[config.mk]
export PLATFORM = sky130hd
export DESIGN_NAME = uart_alu_interface
export DESIGN_NICKNAME = d
export VERILOG_FILES = /design/src/rtl/uart_alu_pkg.sv /design/src/rtl/uart_alu_interface_alu.sv /design/src/rtl/uart_alu_interface.sv
export SDC_FILE = /design/constraint.sdc
export NUM_CORES = 1
export LEC_CHECK = 0
export CAP_MARGIN = 5
export CORE_ASPECT_RATIO = 0.9
export CORE_MARGIN = 3
export CORE_UTILIZATION = 40
export CTS_CLUSTER_DIAMETER = 150
export CTS_CLUSTER_SIZE = 24
export DETAILED_ROUTE_END_ITERATION = 16
export PLACE_DENSITY = 0.64
export SLEW_MARGIN = 20
export SYNTH_ARGS = -nofsm -noshare
export SYNTH_HDL_FRONTEND = slang
export SYNTH_HIERARCHICAL = 1
export SYNTH_SLANG_ARGS = --single-unit
[constraint.sdc]
create_clock -name clk -period 6.5 [get_ports clk]
set_input_delay 0.65 -clock clk [delete_from_list [all_inputs] [get_ports clk]]
set_output_delay 0.65 -clock clk [all_outputs]
set_load 0.005 [all_outputs]
[src/rtl/uart_alu_pkg.sv]
// Shared definitions for the UART ALU consumer stage: opcode encodings,
// FSM state encoding and default opcode width.
package uart_alu_pkg;

    localparam int OP_W_DEF = 6;

    localparam logic [5:0] OP_ADD = 6'b100000;
    localparam logic [5:0] OP_SUB = 6'b100010;
    localparam logic [5:0] OP_AND = 6'b100100;
    localparam logic [5:0] OP_OR  = 6'b100101;
    localparam logic [5:0] OP_XOR = 6'b100110;
    localparam logic [5:0] OP_NOR = 6'b100111;
    localparam logic [5:0] OP_SRA = 6'b000011;
    localparam logic [5:0] OP_SRL = 6'b000010;

    typedef enum logic [2:0] {
        ST_WAIT_A  = 3'd0,
        ST_WAIT_B  = 3'd1,
        ST_WAIT_OP = 3'd2,
        ST_EXEC    = 3'd3,
        ST_SEND    = 3'd4,
        ST_WAIT_TX = 3'd5
    } state_e;

endpackage

[src/rtl/uart_alu_interface_alu.sv]
// Combinational ALU: result = a op b, truncated to N bits; unknown opcodes give 0.
module alu
    import uart_alu_pkg::*;
#(
    parameter int N    = 8,
    parameter int OP_W = OP_W_DEF
) (
    input  logic [N-1:0]    a,
    input  logic [N-1:0]    b,
    input  logic [OP_W-1:0] op,
    output logic [N-1:0]    result
);

    localparam int SH_W = $clog2(N) + 1;

    // Amounts of N and above saturate naturally: zero fill for SRL, sign fill for SRA.
    logic [SH_W-1:0] shamt;
    assign shamt = b[SH_W-1:0];

    always_comb begin
        result = '0;
        case (op)
            OP_W'(OP_ADD): result = a + b;
            OP_W'(OP_SUB): result = a - b;
            OP_W'(OP_AND): result = a & b;
            OP_W'(OP_OR):  result = a | b;
            OP_W'(OP_XOR): result = a ^ b;
            OP_W'(OP_NOR): result = ~(a | b);
            OP_W'(OP_SRA): result = $signed(a) >>> shamt;
            OP_W'(OP_SRL): result = a >> shamt;
            default:       result = '0;
        endcase
    end

endmodule

[src/rtl/uart_alu_interface.sv]
// Collects A, B, opcode bytes from uart_rx, runs one ALU op and hands the result to uart_tx.
// Optional inter-byte timeout enabled by defining UART_ALU_TIMEOUT_EN.
module uart_alu_interface
    import uart_alu_pkg::*;
#(
    parameter int N              = 8,
    parameter int OP_W           = OP_W_DEF,
    parameter int TIMEOUT_CYCLES = 500000
) (
    input  logic         clk,
    input  logic         reset,
    input  logic [N-1:0] rx_data,
    input  logic         rx_valid,
    input  logic         tx_done,
    output logic [N-1:0] tx_data,
    output logic         tx_start,
    output logic         busy,
    output logic [N-1:0] result_out,
    output logic         overrun
);

    state_e          state_q;
    logic [N-1:0]    op_a_q;
    logic [N-1:0]    op_b_q;
    logic [OP_W-1:0] opcode_q;
    logic [N-1:0]    tx_data_q;
    logic [N-1:0]    result_q;
    logic            tx_start_q;
    logic            busy_q;
    logic            overrun_q;
    logic [N-1:0]    alu_result_d;
    logic            tmo_hit_d;

    alu #(.N(N), .OP_W(OP_W)) u_alu (
        .a      (op_a_q),
        .b      (op_b_q),
        .op     (opcode_q),
        .result (alu_result_d)
    );

`ifdef UART_ALU_TIMEOUT_EN
    localparam int CNT_W = $clog2(TIMEOUT_CYCLES + 1);

    logic [CNT_W-1:0] tmo_cnt_q;
    logic             in_frame_d;

    assign in_frame_d = (state_q == ST_WAIT_B) || (state_q == ST_WAIT_OP);
    // An arriving byte on the last cycle beats the timeout.
    assign tmo_hit_d  = in_frame_d && !rx_valid && (tmo_cnt_q == CNT_W'(TIMEOUT_CYCLES - 1));

    always_ff @(posedge clk) begin
        if (reset || rx_valid || !in_frame_d || tmo_hit_d) begin
            tmo_cnt_q <= '0;
        end else begin
            tmo_cnt_q <= tmo_cnt_q + 1'b1;
        end
    end
`else
    // Constant false for any legal TIMEOUT_CYCLES: frames wait indefinitely.
    assign tmo_hit_d = (TIMEOUT_CYCLES < 0);
`endif

    always_ff @(posedge clk) begin
        if (reset) begin
            state_q    <= ST_WAIT_A;
            op_a_q     <= '0;
            op_b_q     <= '0;
            opcode_q   <= '0;
            tx_data_q  <= '0;
            result_q   <= '0;
            tx_start_q <= 1'b0;
            busy_q     <= 1'b0;
            overrun_q  <= 1'b0;
        end else begin
            tx_start_q <= 1'b0;
            overrun_q  <= 1'b0;
            case (state_q)
                ST_WAIT_A: begin
                    if (rx_valid) begin
                        op_a_q  <= rx_data;
                        state_q <= ST_WAIT_B;
                    end
                end
                ST_WAIT_B: begin
                    if (rx_valid) begin
                        op_b_q  <= rx_data;
                        state_q <= ST_WAIT_OP;
                    end else if (tmo_hit_d) begin
                        op_a_q  <= '0;
                        state_q <= ST_WAIT_A;
                    end
                end
                ST_WAIT_OP: begin
                    if (rx_valid) begin
                        opcode_q <= rx_data[OP_W-1:0];
                        busy_q   <= 1'b1;
                        state_q  <= ST_EXEC;
                    end else if (tmo_hit_d) begin
                        op_a_q  <= '0;
                        op_b_q  <= '0;
                        state_q <= ST_WAIT_A;
                    end
                end
                ST_EXEC: begin
                    tx_data_q  <= alu_result_d;
                    result_q   <= alu_result_d;
                    tx_start_q <= 1'b1;
                    overrun_q  <= rx_valid;
                    state_q    <= ST_SEND;
                end
                ST_SEND: begin
                    overrun_q <= rx_valid;
                    state_q   <= ST_WAIT_TX;
                end
                ST_WAIT_TX: begin
                    if (tx_done) begin
                        busy_q  <= 1'b0;
                        // A byte landing with tx_done starts the next frame.
                        if (rx_valid) begin
                            op_a_q  <= rx_data;
                            state_q <= ST_WAIT_B;
                        end else begin
                            state_q <= ST_WAIT_A;
                        end
                    end else begin
                        overrun_q <= rx_valid;
                    end
                end
                default: begin
                    busy_q  <= 1'b0;
                    state_q <= ST_WAIT_A;
                end
            endcase
        end
    end

    assign tx_data    = tx_data_q;
    assign tx_start   = tx_start_q;
    assign busy       = busy_q;
    assign result_out = result_q;
    assign overrun    = overrun_q;

endmodule
# [After elaboration in Yosys (flattened, before gate mapping)]
# Cells that the tools add are included.
[classes] n_addsub=2 eq_ne=17 n_shift=2 mux=16 bitwise_logic=5 reduce_logical=9
[ops] operator="one-hot mux 8 bit (8 select lines)" count=1
[ops] operator="equality test 6 bit, second input constant" count=6
[ops] operator="one-hot mux 3 bit (6 select lines)" count=1
[ops] operator="2-to-1 mux 8 bit" count=2
[ops] operator="one-hot mux 8 bit (2 select lines)" count=1
[ops] operator="equality test 6 x 2 -> 1 bit, second input constant" count=2
[ops] operator="2-to-1 mux 3 bit" count=4
[ops] operator="adder 8 bit" count=1
[ops] operator="bitwise AND 8 bit" count=1
[ops] operator="inequality test 2 bit, second input constant" count=4
[ops] operator="NOT 8 bit" count=1
[ops] operator="OR 8 bit" count=1
[ops] operator=">> shifter 8 x 4 -> 8 bit" count=1
[ops] operator=">>> shifter 8 x 4 -> 8 bit" count=1
[ops] operator="subtractor 8 bit" count=1
[ops] operator="bitwise XOR 8 bit" count=1
[ops] operator="equality test 3 x 2 -> 1 bit, second input constant" count=2
[ops] operator="equality test 3 bit, second input constant" count=2
[ops] operator="AND reduction 2 bit" count=3
[ops] operator="2-to-1 mux 1 bit" count=5
[ops] operator="AND reduction 4 bit" count=1
[ops] operator="OR reduction 4 bit" count=1
[ops] operator="equality test 3 x 1 -> 1 bit, second input constant" count=1
[ops] operator="logical NOT 3 bit" count=1
[ops] operator="other kinds (6)" count=6
[word_totals] register_bits=36 in_bits=12 output_inout_bits=19 word_cells=59

# [Depth between registers and ports, before layout]
[logic_depth] word_depth=4 depth_mapped=14 mapped_depth_nobuf=13

# [Hierarchy]
# The synthesis kept the hierarchy.
[modules_own_cells] module="uart_alu_interface" instances=1 cells_each=169 area_per_inst_um2=1606.5 seq_area_each_um2=720.7
[modules_own_cells] module="alu" instances=1 cells_each=179 area_per_inst_um2=1360.1 seq_area_each_um2=0.0

# [Least setup slack after synthesis]
# OpenSTA, ideal clock, no wires.
[synth_timing] path_type="register -> register" startpoint="register opcode_q[3]" endpoint="register result_q[3], in the netlist result_out[3]" setup_time_ns=0.117 arrival_time_ns=2.731 t_required_ns=6.383 path_slack_ns=3.652 path_stages_with_launch=13 n_path_buf=0 period_less_slack_ns=2.848 path_cell_list="dfxtp_1 > or4b_4 > or2_2 > o21ai_0 > inv_1 > ha_1 > nand3b_1 > nand2_1 > xnor2_1 > nor2_1 > or4_1 > mux2i_1 > nor2_1"
[synth_between] elab_chain_cells=2
[synth_lines] item="from (decl)" line="uart_alu_interface.sv:25" rtl="logic [OP_W-1:0] opcode_q;"
[synth_lines] item="from (signal assigned)" line="uart_alu_interface.sv:95" rtl="opcode_q <= rx_data[OP_W-1:0];"
[synth_lines] item="equality test 6 x 2 -> 1 bit / equality test 6 bit (equally long branches)" line="uart_alu_interface_alu.sv:22" rtl="case (op)"
[synth_lines] item="one-hot mux 8 bit (8 select lines) *" line="uart_alu_interface_alu.sv:22"
[synth_lines] item="named net alu_result_d[3]" line="uart_alu_interface.sv:31" rtl="logic [N-1:0] alu_result_d;"
[synth_lines] item="to (signal assigned)" line="uart_alu_interface.sv:106" rtl="result_q <= alu_result_d;"
[synth_lines] item="to (decl)" line="uart_alu_interface.sv:27" rtl="logic [N-1:0] result_q;"
# Mark *: on every way through the listed nets, which the timed path passes. The rest lies on a longest branch.
# A chain may end at the register's enable or synchronous reset.

# [Final worst setup path]
[layout_timing] startpoint="register opcode_q[1]" endpoint="register result_q[3], in the netlist result_out[3]"
# Same word-level chain as after synthesis.

==> impl_metrics.py <==
metrics = {
    "drt": {
        "post-route-drc-count": 0,
        "ant_nets": 0,
        "wl_per_cell_um": 16.4,
        "wirelength_um": 7380,
        "drt_iter0_drc": 174,
        "drtPass1Iterations": 4,
        "vias": 2505,
        "viasPerCell": 5.55,
    },
    "cells_and_area": {
        "drive_gt1_frac": 0.0698,
        "final_cell_mix": "nor2_1 (37), dfxtp_1 (36), mux2i_1 (32)",
        "final_common_cell": "nor2_1",
        "finalNetCount": 394,
        "syn2layout_area_growth_pct": 11.0,
        "fin_util": 0.463,
        "insertedDiodeCount": 0,
    },
    "placement": {
        "gp_congestion": 0.877,
        "port_buffers": 30,
        "hpwlAfterDp_um": 5490,
    },
    "global_route": {
        "grt_use_total": 0.175,
        "grt_pass1_vias": 2219,
        "grt.overflow.total": 0,
        "grt_start_max_net_pins": 37,
        "antenna_found_initial": 0,
        "grt_pass1_wl_um": 11800,
    },
    "die": {
        "ioPinCount": 31,
        "die_x_um": 96.8,
        "core_mm2": 0.00711,
        "die_h_um": 87.7,
        "die-area_mm2": 0.00849,
        "fp-row-count": 29,
        "start_util": 0.417,
    },
    "sta": {
        "slew_viol_final": 0,
        "grt_setup_unrepaired": "no",
        "period_share": 0.541,
        "slew_headroom": 0.310,
        "hold_viol_final": 0,
        "worst_pin_slew_ns": 1.03,
        "setup_viol": 0,
        "min_period_ns": 3.52,
        "max_clock_freq_ghz": 0.284,
        "skew_ns": 0.0108,
        "setup_tns_ns": 0,
    },
    "logic_synthesis": {
        "ys_ff_latch": 36,
        "synth_cell_type_count": 56,
        "ys_warn_count": 6,
        "syn_inst": 348,
        "synth_edf_count": 0,
        "yosysSeqAreaShare": 0.243,
        "syn_nets": 385,
        "synthArstFlopShare": 0,
        "synth.avg_cell_area_um2": 8.52,
        "synth_flop_cell": "dfxtp_1",
        "netlist_area_mm2": 0.00297,
        "yosys.area.top_type": "dfxtp_1",
        "synth.area.top_cells": "dfxtp_1 (24%), mux2i_1 (11%), ha_1 (10%), xnor2_1 (4.7%), nor2_1 (4.7%)",
        "synth_top_area_frac": 0.243,
    },
    "run_status": {
        "status": "finished, final reports clean",
    },
    "power_and_ir_drop": {
        "power_density_mw_per_mm2": 181,
        "swShare": 0.340,
        "power_frac_comb": 0.303,
        "clkPwrFrac": 0.271,
        "p_int_mw": 0.394,
        "p_seq_frac": 0.426,
        "fin_total_pwr_mw": 0.597,
        "p_switching_mw": 0.203,
        "p_leak_nw": 1.26,
        "ir_drop_v": 0.000107,
    },
    "job": {
        "cap_violations": 0,
    },
    "clocking": {
        "clock-sinks": 36,
        "cts_buffer_depth": 2,
        "htree_levels": 2,
        "cts_tree": "done",
        "postCtsSetupBuffers": 0,
        "ctsHoldBuffers": 0,
        "cts_root_buffer": "clkbuf_8",
        "post_cts_resized": 0,
        "path_clk_slew_ns": 0.08,
        "cts-buffers-inserted": 5,
        "clock_latency_ns": 0.30,
    },
    "worst_setup_path": {
        "arrival_ns": 3.69,
        "worstPathMaxFanout": 21,
        "criticalPathCategory": "flop to flop",
        "critPathCaptureType": "flop",
        "crit_required_ns": 6.67,
        "start_kind": "flop",
    },
    "min_path": {
        "hold_path_class": "flop to flop",
    },
}
-- power groups by stage --
stage	combinational, mW	sequential (mW)	clock [mW]
after CTS	0.180	0.254	0.168
after global routing	0.200	0.257	0.178
after global placement	0.178	0.259	0
after floorplan	0.150	0.246	0
after detailed placement	0.179	0.259	0
final	0.181	0.254	0.162
-- flip-flops by register name (all words and copies together) (netlist names) --
name	count
busy	1
op_a_q	8
op_b_q	8
opcode_q	6
overrun	1
result_out	8
state_q	3
tx_start	1
-- routing by layer --
| layer | wire [um] | track usage |
|---|---|---|
| met5 | 0 | 0 |
| met4 | 125 | 0.0485 |
| met3 | 419 | 0.0398 |
| met2 | 3310 | 0.271 |
| met1 | 3520 | 0.245 |
-- worst max-delay path, cell delays in order, from the launching register on --
cell and delay, ns:
dfxtp_1 1.01, nand2b_1 0.26, or2_2 0.37, o21ai_0 0.30, inv_1 0.08, ha_1 0.18
a21oi_1 0.18, nand2_1 0.11, xnor2_1 0.14, nor2_1 0.05, or4_1 0.51, mux2i_1 0.13
nor2_1 0.06
-- worst paths after layout --
path                    start            end  slack, ns  cells past startpoint
setup / recovery  opcode_q[1]  result_out[3]       2.98                     12
setup reg to reg  opcode_q[1]  result_out[3]       2.98                     12
hold reg to reg          busy           busy       0.49                      2
hold / removal           busy           busy       0.49                      2
-- layout make-up --
type | instances | area, um^2
fill | 713 | 3820
tap | 93 | 116
timing repair buffer | 31 | 308
clock buffer | 5 | 68.8
multi-input combinational | 265 | 1990
sequential | 36 | 721
inverter | 18 | 67.6
clock inverter | 3 | 18.8
-- through the flow --
stage,std cells,setup WS (ns),hold WS (ns),cell area [um^2]
floorplan,348,3.65,0.461,2970
global placement,443,3.09,0.453,3210
detailed placement,443,3.01,0.481,3210
CTS,451,2.99,0.492,3290
global route,451,2.56,0.541,3290
finish,451,2.98,0.493,3290
-- Yosys cell counts, types with 7 or more instances --
library cell and n:
buf_4 12, o2111ai_1 8, o21ai_0 13, mux2i_1 32, dfxtp_1 36, buf_2 7, nand2_1 28, nor2_1 37
a21oi_1 12, xnor2_1 16, ha_1 24, nand3_1 19, inv_1 17
-- kinds of logic (layout without fill, tap and decap cells) --
family                   after synthesis  count (layout)  synth area share
adder cells (fa/ha/maj)               25              25             0.108
flip-flops                            36              36             0.243
XOR/XNOR                              19              19            0.0561
multiplexers                          38              38             0.150
AND/OR/NAND/NOR                      123             123             0.215
AO/OA/AOI/OAI                         60              60             0.143
buffers and inverters                 47              57            0.0852
No activity file was read; power rests on OpenSTA's default activity.
